### config.mk
export PLATFORM = sky130hd
export DESIGN_NAME = qerv_rf_ram_ctrl
export DESIGN_NICKNAME = d
export VERILOG_FILES = /design/src/rtl/qerv_rf_ram_ctrl.sv
export SDC_FILE = /design/constraint.sdc
export NUM_CORES = 2
export LEC_CHECK = 0
export ABC_AREA = 1
export CORE_MARGIN = 3
export CORE_UTILIZATION = 25
export DETAILED_ROUTE_END_ITERATION = 10
export SETUP_SLACK_MARGIN = 0.2
export SYNTH_ARGS = -nofsm -noshare
export SYNTH_HDL_FRONTEND = slang
export SYNTH_SLANG_ARGS = --single-unit
### constraint.sdc
create_clock -name i_clk -period 3.85 [get_ports i_clk]
set_input_delay 0.5775 -clock i_clk [delete_from_list [all_inputs] [get_ports i_clk]]
set_output_delay 0.5775 -clock i_clk [all_outputs]
set_load 0.02 [all_outputs]
### src/rtl/qerv_rf_ram_ctrl.sv
// ----------------------------------------------------------------------------
// qerv_rf_ram_ctrl
//
// Register-file storage controller that sits behind qerv_rf_ram_if. It holds
// the 1R1W storage array and provides registered reads with one-cycle latency.
// When a read and a write hit the same address in the same cycle, the read
// returns the old contents.
//
// After every reset a hardware sweep writes zero to every entry. o_init_done
// goes high once that sweep has finished, so the core can be held until then.
//
// Optional feature macro: QERV_RF_RAM_PARITY_EN
//   - Defined:   each entry also stores one parity bit, and every read checks
//                that bit.
//   - Undefined: no parity is stored, and the error outputs are tied to 0.
//
// Ports
//   i_clk         clock
//   i_rst         synchronous, active-high reset
//   i_waddr       write word address            (aw bits)
//   i_wdata       write data                    (width bits)
//   i_wen         write enable
//   i_raddr       read word address             (aw bits)
//   i_ren         read enable
//   o_rdata       registered read data          (width bits)
//   o_init_done   high once the clear sweep has completed
//   o_parity_err  one-cycle pulse, aligned with o_rdata, on a parity failure
//   o_err_sticky  set on the first parity error, cleared only by reset
//   o_err_addr    address of the first parity error since reset (aw bits)
// ----------------------------------------------------------------------------
module qerv_rf_ram_ctrl #(
    parameter int width    = 8,
    parameter int csr_regs = 4,
    parameter int raw      = $clog2(32 + csr_regs),
    parameter int l2w      = $clog2(width),
    parameter int aw       = 5 + raw - l2w,
    parameter int depth    = 2 ** aw
) (
    input  logic             i_clk,
    input  logic             i_rst,
    input  logic [aw-1:0]    i_waddr,
    input  logic [width-1:0] i_wdata,
    input  logic             i_wen,
    input  logic [aw-1:0]    i_raddr,
    input  logic             i_ren,
    output logic [width-1:0] o_rdata,
    output logic             o_init_done,
    output logic             o_parity_err,
    output logic             o_err_sticky,
    output logic [aw-1:0]    o_err_addr
);

`ifdef QERV_RF_RAM_PARITY_EN
    localparam int sw = width + 1;   // parity bit sits at index [width]
`else
    localparam int sw = width;
`endif

    typedef enum logic {
        CLEAR = 1'b0,
        RUN   = 1'b1
    } state_t;

    state_t          state, state_next;

    // The sweep counter has one extra bit. The top bit sets once the last
    // entry has been written. The machine then spends one more cycle in CLEAR
    // before it enters RUN.
    logic [aw:0]     scnt, scnt_next;

    logic            mem_we;
    logic [aw-1:0]   mem_addr;
    logic [sw-1:0]   mem_wword;
    logic            rd_en;

    logic [sw-1:0]   mem [depth];

    // Next-state logic and write-port mux.
    // NOTE: every signal assigned in this block gets a default first, so no
    // path through the block can leave a latch behind.
    always_comb begin
        state_next = state;
        scnt_next  = scnt;
        mem_we     = 1'b0;
        mem_addr   = i_waddr;
        mem_wword  = '0;
        rd_en      = 1'b0;

        unique case (state)
            CLEAR: begin
                if (!scnt[aw]) begin
                    mem_we    = 1'b1;
                    mem_addr  = scnt[aw-1:0];
                    scnt_next = scnt + 1'b1;
                end else begin
                    state_next = RUN;
                end
            end
            RUN: begin
                mem_we   = i_wen;
                mem_addr = i_waddr;
`ifdef QERV_RF_RAM_PARITY_EN
                mem_wword = {^i_wdata, i_wdata};
`else
                mem_wword = i_wdata;
`endif
                rd_en    = i_ren;
            end
            default: state_next = CLEAR;
        endcase
    end

    // State register.
    // NOTE: sequential state uses non-blocking assignments only. Every flop
    // then samples the values from before the edge, and that is what gives
    // the read-before-write collision behaviour below.
    always_ff @(posedge i_clk) begin
        if (i_rst) begin
            state       <= CLEAR;
            scnt        <= '0;
            o_init_done <= 1'b0;
        end else begin
            state       <= state_next;
            scnt        <= scnt_next;
            o_init_done <= (state_next == RUN);
        end
    end

    // Storage array.
    // NOTE: the array has no reset; the post-reset sweep provides its initial
    // contents. Writes are blocked while i_rst is high.
    always_ff @(posedge i_clk) begin
        if (mem_we && !i_rst) begin
            mem[mem_addr] <= mem_wword;
        end
    end

    // Registered read port. It holds its value when no read is issued, and
    // also throughout CLEAR.
    always_ff @(posedge i_clk) begin
        if (i_rst) begin
            o_rdata <= '0;
        end else if (rd_en) begin
            o_rdata <= mem[i_raddr][width-1:0];
        end
    end

`ifdef QERV_RF_RAM_PARITY_EN
    // The check is evaluated on the word as it is read. The result is
    // registered together with the data, so the error pulse lines up with
    // the o_rdata update.
    logic rd_bad;
    assign rd_bad = rd_en && (mem[i_raddr][width] != ^mem[i_raddr][width-1:0]);

    always_ff @(posedge i_clk) begin
        if (i_rst) begin
            o_parity_err <= 1'b0;
            o_err_sticky <= 1'b0;
            o_err_addr   <= '0;
        end else begin
            o_parity_err <= rd_bad;
            if (rd_bad && !o_err_sticky) begin
                o_err_sticky <= 1'b1;
                o_err_addr   <= i_raddr;
            end
        end
    end
`else
    assign o_parity_err = 1'b0;
    assign o_err_sticky = 1'b0;
    assign o_err_addr   = '0;
`endif

endmodule

# Word level (Yosys, flattened, before mapping)
# Memories as Yosys holds them, arrays and structs flattened. A register that Yosys moved wholly into a read port is not among the register bits.
# Index checks and enable logic that the tools add are counted.
[totals]
input_bits = 28
elab_cells = 21
memories = 1
ram_bits = 2048
out_inout_bits = 19
reg_bits = 10
[op_classes]
n_reduce_logical = 3
n_addsub = 1
mux = 11
bitwise_logic = 2
[mem_list]
columns = ["memory", "depth", "width", "read_ports", "rd_ports_with_merged_regs", "write_ports", "line", "text"]
rows = [
  ["mem", 256, 8, 1, 1, 1, "76", "logic [sw-1:0] mem [depth];"],
]
[ops]
columns = ["operator", "count"]
rows = [
  ["8-bit two-way mux", 2],
  ["8-bit one-hot mux with 2 select lines", 1],
  ["9-bit by 1-bit adder with 9-bit output (second input constant)", 1],
  ["9-bit two-way mux", 1],
  ["1-bit two-way mux", 6],
  ["1-bit inverter", 2],
  ["1-bit one-hot mux with 2 select lines", 1],
  ["2-bit AND reduction", 1],
  ["1-bit logical AND", 1],
  ["1-bit zero test", 1],
]

# Depth between registers and ports, before layout
[depth]
ltp_word = 5
mapped_depth = 17
ltp_nobuf = 13

# Worst setup path after synthesis
# No wires, ideal clock.
[synth_path]
path_kind = "register to register"
startpoint = "register state"
endpoint = "memory mem[0][0] in the netlist's numbering (data pin)"
path_stages_with_launch = 4
slack_ps = -526
period_less_slack_ps = 4376
t_arrival_ps = 3602
setup_ps = 773
t_required_ps = 3077
n_path_buf = 1
path_cell_list = "dfxtp_1 > clkbuf_1 > nand2_1 > inv_1"
[synth_between]
elab_chain_cells = 1
[synth_lines]
columns = ["item", "line", "text"]
rows = [
  ["from (decl)", "64", "state_t state, state_next;"],
  ["from (signal assigned)", "123", "state <= state_next;"],
  ["8-bit two-way mux", "89", "unique case (state)"],
  ["named net mem_wword[0]", "73", "logic [sw-1:0] mem_wword;"],
  ["to (decl)", "76", ""],
]
# The timed path passes the listed nets, and every way through them passes these cells.

# Worst setup path in the final report
[layout_path]
startpoint = "register state"
endpoint = "memory mem[161][2] in the netlist's numbering, enable pin"
[layout_between]
elab_chain_cells = 5
elab_cells_between_ends = 6
cone_classes = "mux: 4; bitwise: 1; reduce/logical: 1"
[layout_lines]
columns = ["item", "line", "text"]
rows = [
  ["1-bit inverter (no line)", "-", ""],
  ["1-bit one-hot mux with 2 select lines", "89", ""],
  ["1-bit logical AND", "133", "if (mem_we && !i_rst) begin"],
  ["1-bit two-way mux", "133", ""],
  ["1-bit two-way mux (implied by the code)", "134", "mem[mem_addr] <= mem_wword;"],
]
# Several ways; a longest one is shown, not always the timed one.

==> impl_metrics.toml <==
[status]
status = "finished clean"

[grt]
maximum_number_of_pins_on_one_net_before_global_route_repair = 158
gr-usage-met2_pct = 22.7
grt_pass1_wl_um = 351000
vias_in_the_first_global_route = 54600
overflow = 0
groute.layer.met1.usage_pct = 16.9
top_usage_layer = "met2"
gr_util_met3_pct = 2.12
grt_antenna_before_repair = 10
grt_usage_pct = 13.4

[logic_synthesis]
post_synth_instance_area_um2 = 84200
syn_inst = 7139
synth_area_per_cell_um2 = 11.8
synth.distinct_cells = 25
register_bit_total_from_synthesis = 2066
synth_warnings = 0
async_reset_ff_share_pct = 0
synth_seq_area_share_pct = 73.4
synth_edf_count = 2048
ys.flop_type = "edfxtp_1"

[worst_setup_path]
slowest_stage = "nand2_1"
crit_path_start_kind = "flop"
ff2ff_setup_slack_ns = 0.24
worst_path_largest_cell_delay_ns = 0.73
worstPathMaxFanout = 16
timing.critical_path.arrival_ns = 4.13
timing.critical_path.to_type = "flop"
reg2reg_to = "mem[161][2]"
crit_path_cells = "nor2_2 > buf_4 > o21ai_0 > inv_1 > nor2_1 > nand2_1 > nor2_1 > buf_4"
path_class = "flop to flop"
timing.rr.start = "state"
critPathBufInv = 3
worst-r2r-cell-count = 8
cp_data_required_time_ns = 4.38
cpLargestDelayFamily = "simple AND/OR/NAND/NOR gates"

[die]
design.core.area_um2 = 334000
die_area_um2 = 344000
die_y_extent_um = 586
boundaryPins = 47
effective_utilization_at_floorplan_pct = 25.2
num_rows = 212
die_width_um = 586

[layout]
seq_area_um2 = 61900
final_cell_mix = "nand2_1 (2148), edfxtp_1 (2048), nand3_1 (2028), buf_4 (408), nor2_1 (304)"
layout_commonest_cell = "nand2_1"
drive_gt1_share_pct = 10.4
multi_input_area_um2 = 19600
final.fill_count = 33600
stdcell_area_um2 = 98800
number_of_nets_in_the_layout = 7386
syn_to_final_growth_pct = 17.3

[clock_network]
clock_tree.root_cell = "clkbuf_16"
tritoncts = "built"
cts_resized = 0
numCtsBuffers = 199
clk_pin_slew_worst_paths_ns = 0.06
post_cts_buffers = 0
worst_skew_pair.late_latency_ns = 0.85
clockBufferDepth = 3
clkSinkCount = 2066
number_of_h_tree_levels = 4
number_of_hold_buffers_added_after_cts = 0

[route]
drc = 0
router_iterations_before_antenna_repair = 6
drt.antenna.violating_nets = 0
routed_wire_length_per_instance_um = 19.8
finalWirelength_um = 238000
detailedRoute.firstIterationViolations = 6413
via_count = 56100
via_per_inst = 4.66

[placed_design]
detailed_place_hpwl_um = 144000
post-place-ws_ns = 0.314
port_buffers = 36
dpl_cell_area_um2 = 92000
finalWeightedCongestion = 0.881

[hold_path]
hold_path_end = "scnt[7]"
hold_start = "scnt[6]"
timing.hold.worst.class = "flop to flop"
worst_hold_path_cell_count = 2

[timing]
setup-tns-final_ns = 0
final-setup-viol-count = 0
worst_slew_margin_relative_to_its_limit_pct = 15.2
worst-slew-pin-transition_ns = 1.27
post_route_skew_ns = 0.0531
fin_crit_sh_pct = 93.7
setup_ws_ns = 0.243
setup_repair_after_global_routing_missed_its_margin = "false"
timing_hold_violations_final = 0
hold_slack_ns = 0.501
min_period_ns = 3.61
timing_max_transition_violations_final = 0
fmax_mhz = 277

[job]
drv.max_cap_violation_count = 0

[power]
totalPowerFinal_w = 0.0469
power_per_cell_area_nw_per_um2 = 475
worst_ir_drop_vdd_uv = 515
static-leakage-power_nw = 34.9
## stage by stage
step                util [%]  instances
floorplan                  -       7148
global placement        27.5      11700
detailed placement      27.5      11700
CTS                     29.5      12000
global route            29.5      12000
finish                  29.5      12000
## cell families (layout without fill, tap and decap cells)
family / Yosys count / in the layout / share of synthesized area, %
compound gates: 23 / 23 / 0.157
fa+ha+maj: 1 / 1 / 0.0149
buf+inv: 563 / 938 / 3.38
flops: 2066 / 2066 / 73.4
other cells: 1 / 16 / 0.00445
simple gates: 4485 / 4485 / 23.0
## Yosys cell counts, types with 4 or more instances
library cell	number	area [µm²]
dfxtp_1	18	360
edfxtp_1	2048	61500
buf_2	278	1390
inv_2	4	15.0
nand2_1	2148	8060
inv_1	61	229
nand3_1	2028	10100
buf_6	16	180
nor2_1	304	1140
o21ai_0	9	45.0
clkbuf_1	92	345
buf_4	70	526
a21oi_1	8	40.0
buf_1	41	154
## metal layers
layer  vias up  routed length [µm]
li1      25700                   -
met1     27600               94800
met2      2329              116000
met3       456               16300
met4         0               10100
met5         -                   0
## layout make-up
type | instances | area share [%]
Sequential cell | 2066 | 62.6
Clock buffer | 247 | 5.36
Tap cell | 4494 | 5.69
Timing Repair Buffer | 505 | 4.73
Inverter | 66 | 0.315
Clock inverter | 120 | 1.49
Multi-Input combinational cell | 4519 | 19.8
Antenna cell | 6 | 0.0152
## flip-flops by register name (all words and copies together) (netlist names)
signal and cells:
state 1, mem 2048, o_rdata 8, scnt 9
## worst max-delay path by stage
stage | slack (ns) | from | cells past startpoint | endpoint
after detailed placement | 0.31 | i_waddr[4] | 7 | mem[161][2]
after global placement | 0.31 | i_waddr[4] | 7 | mem[161][6]
after CTS | 0.32 | state | 8 | mem[161][2]
after floorplan | 0.68 | state | 3 | mem[0][0]
after global routing | 0.20 | state | 8 | mem[173][0]
final | 0.24 | state | 8 | mem[161][2]
## power by group
part | internal, W | total [W] | leakage [nW] | switching [W]
combinational | 0.000659 | 0.00233 | 11.8 | 0.00167
sequential | 0.0244 | 0.0244 | 19.8 | 0.00000642
clock | 0.0118 | 0.0202 | 3.28 | 0.00842
total | 0.0368 | 0.0469 | 34.9 | 0.0101
## worst register-to-register path, delay by kind of cell, from the launching register on
family                 cells  cell delay, ns
buffers and inverters      3            0.55
AO/OA/AOI/OAI              1            0.31
AND/OR/NAND/NOR            4            1.74
flip-flops                 1            0.69
(Power assumes the default switching activity.)
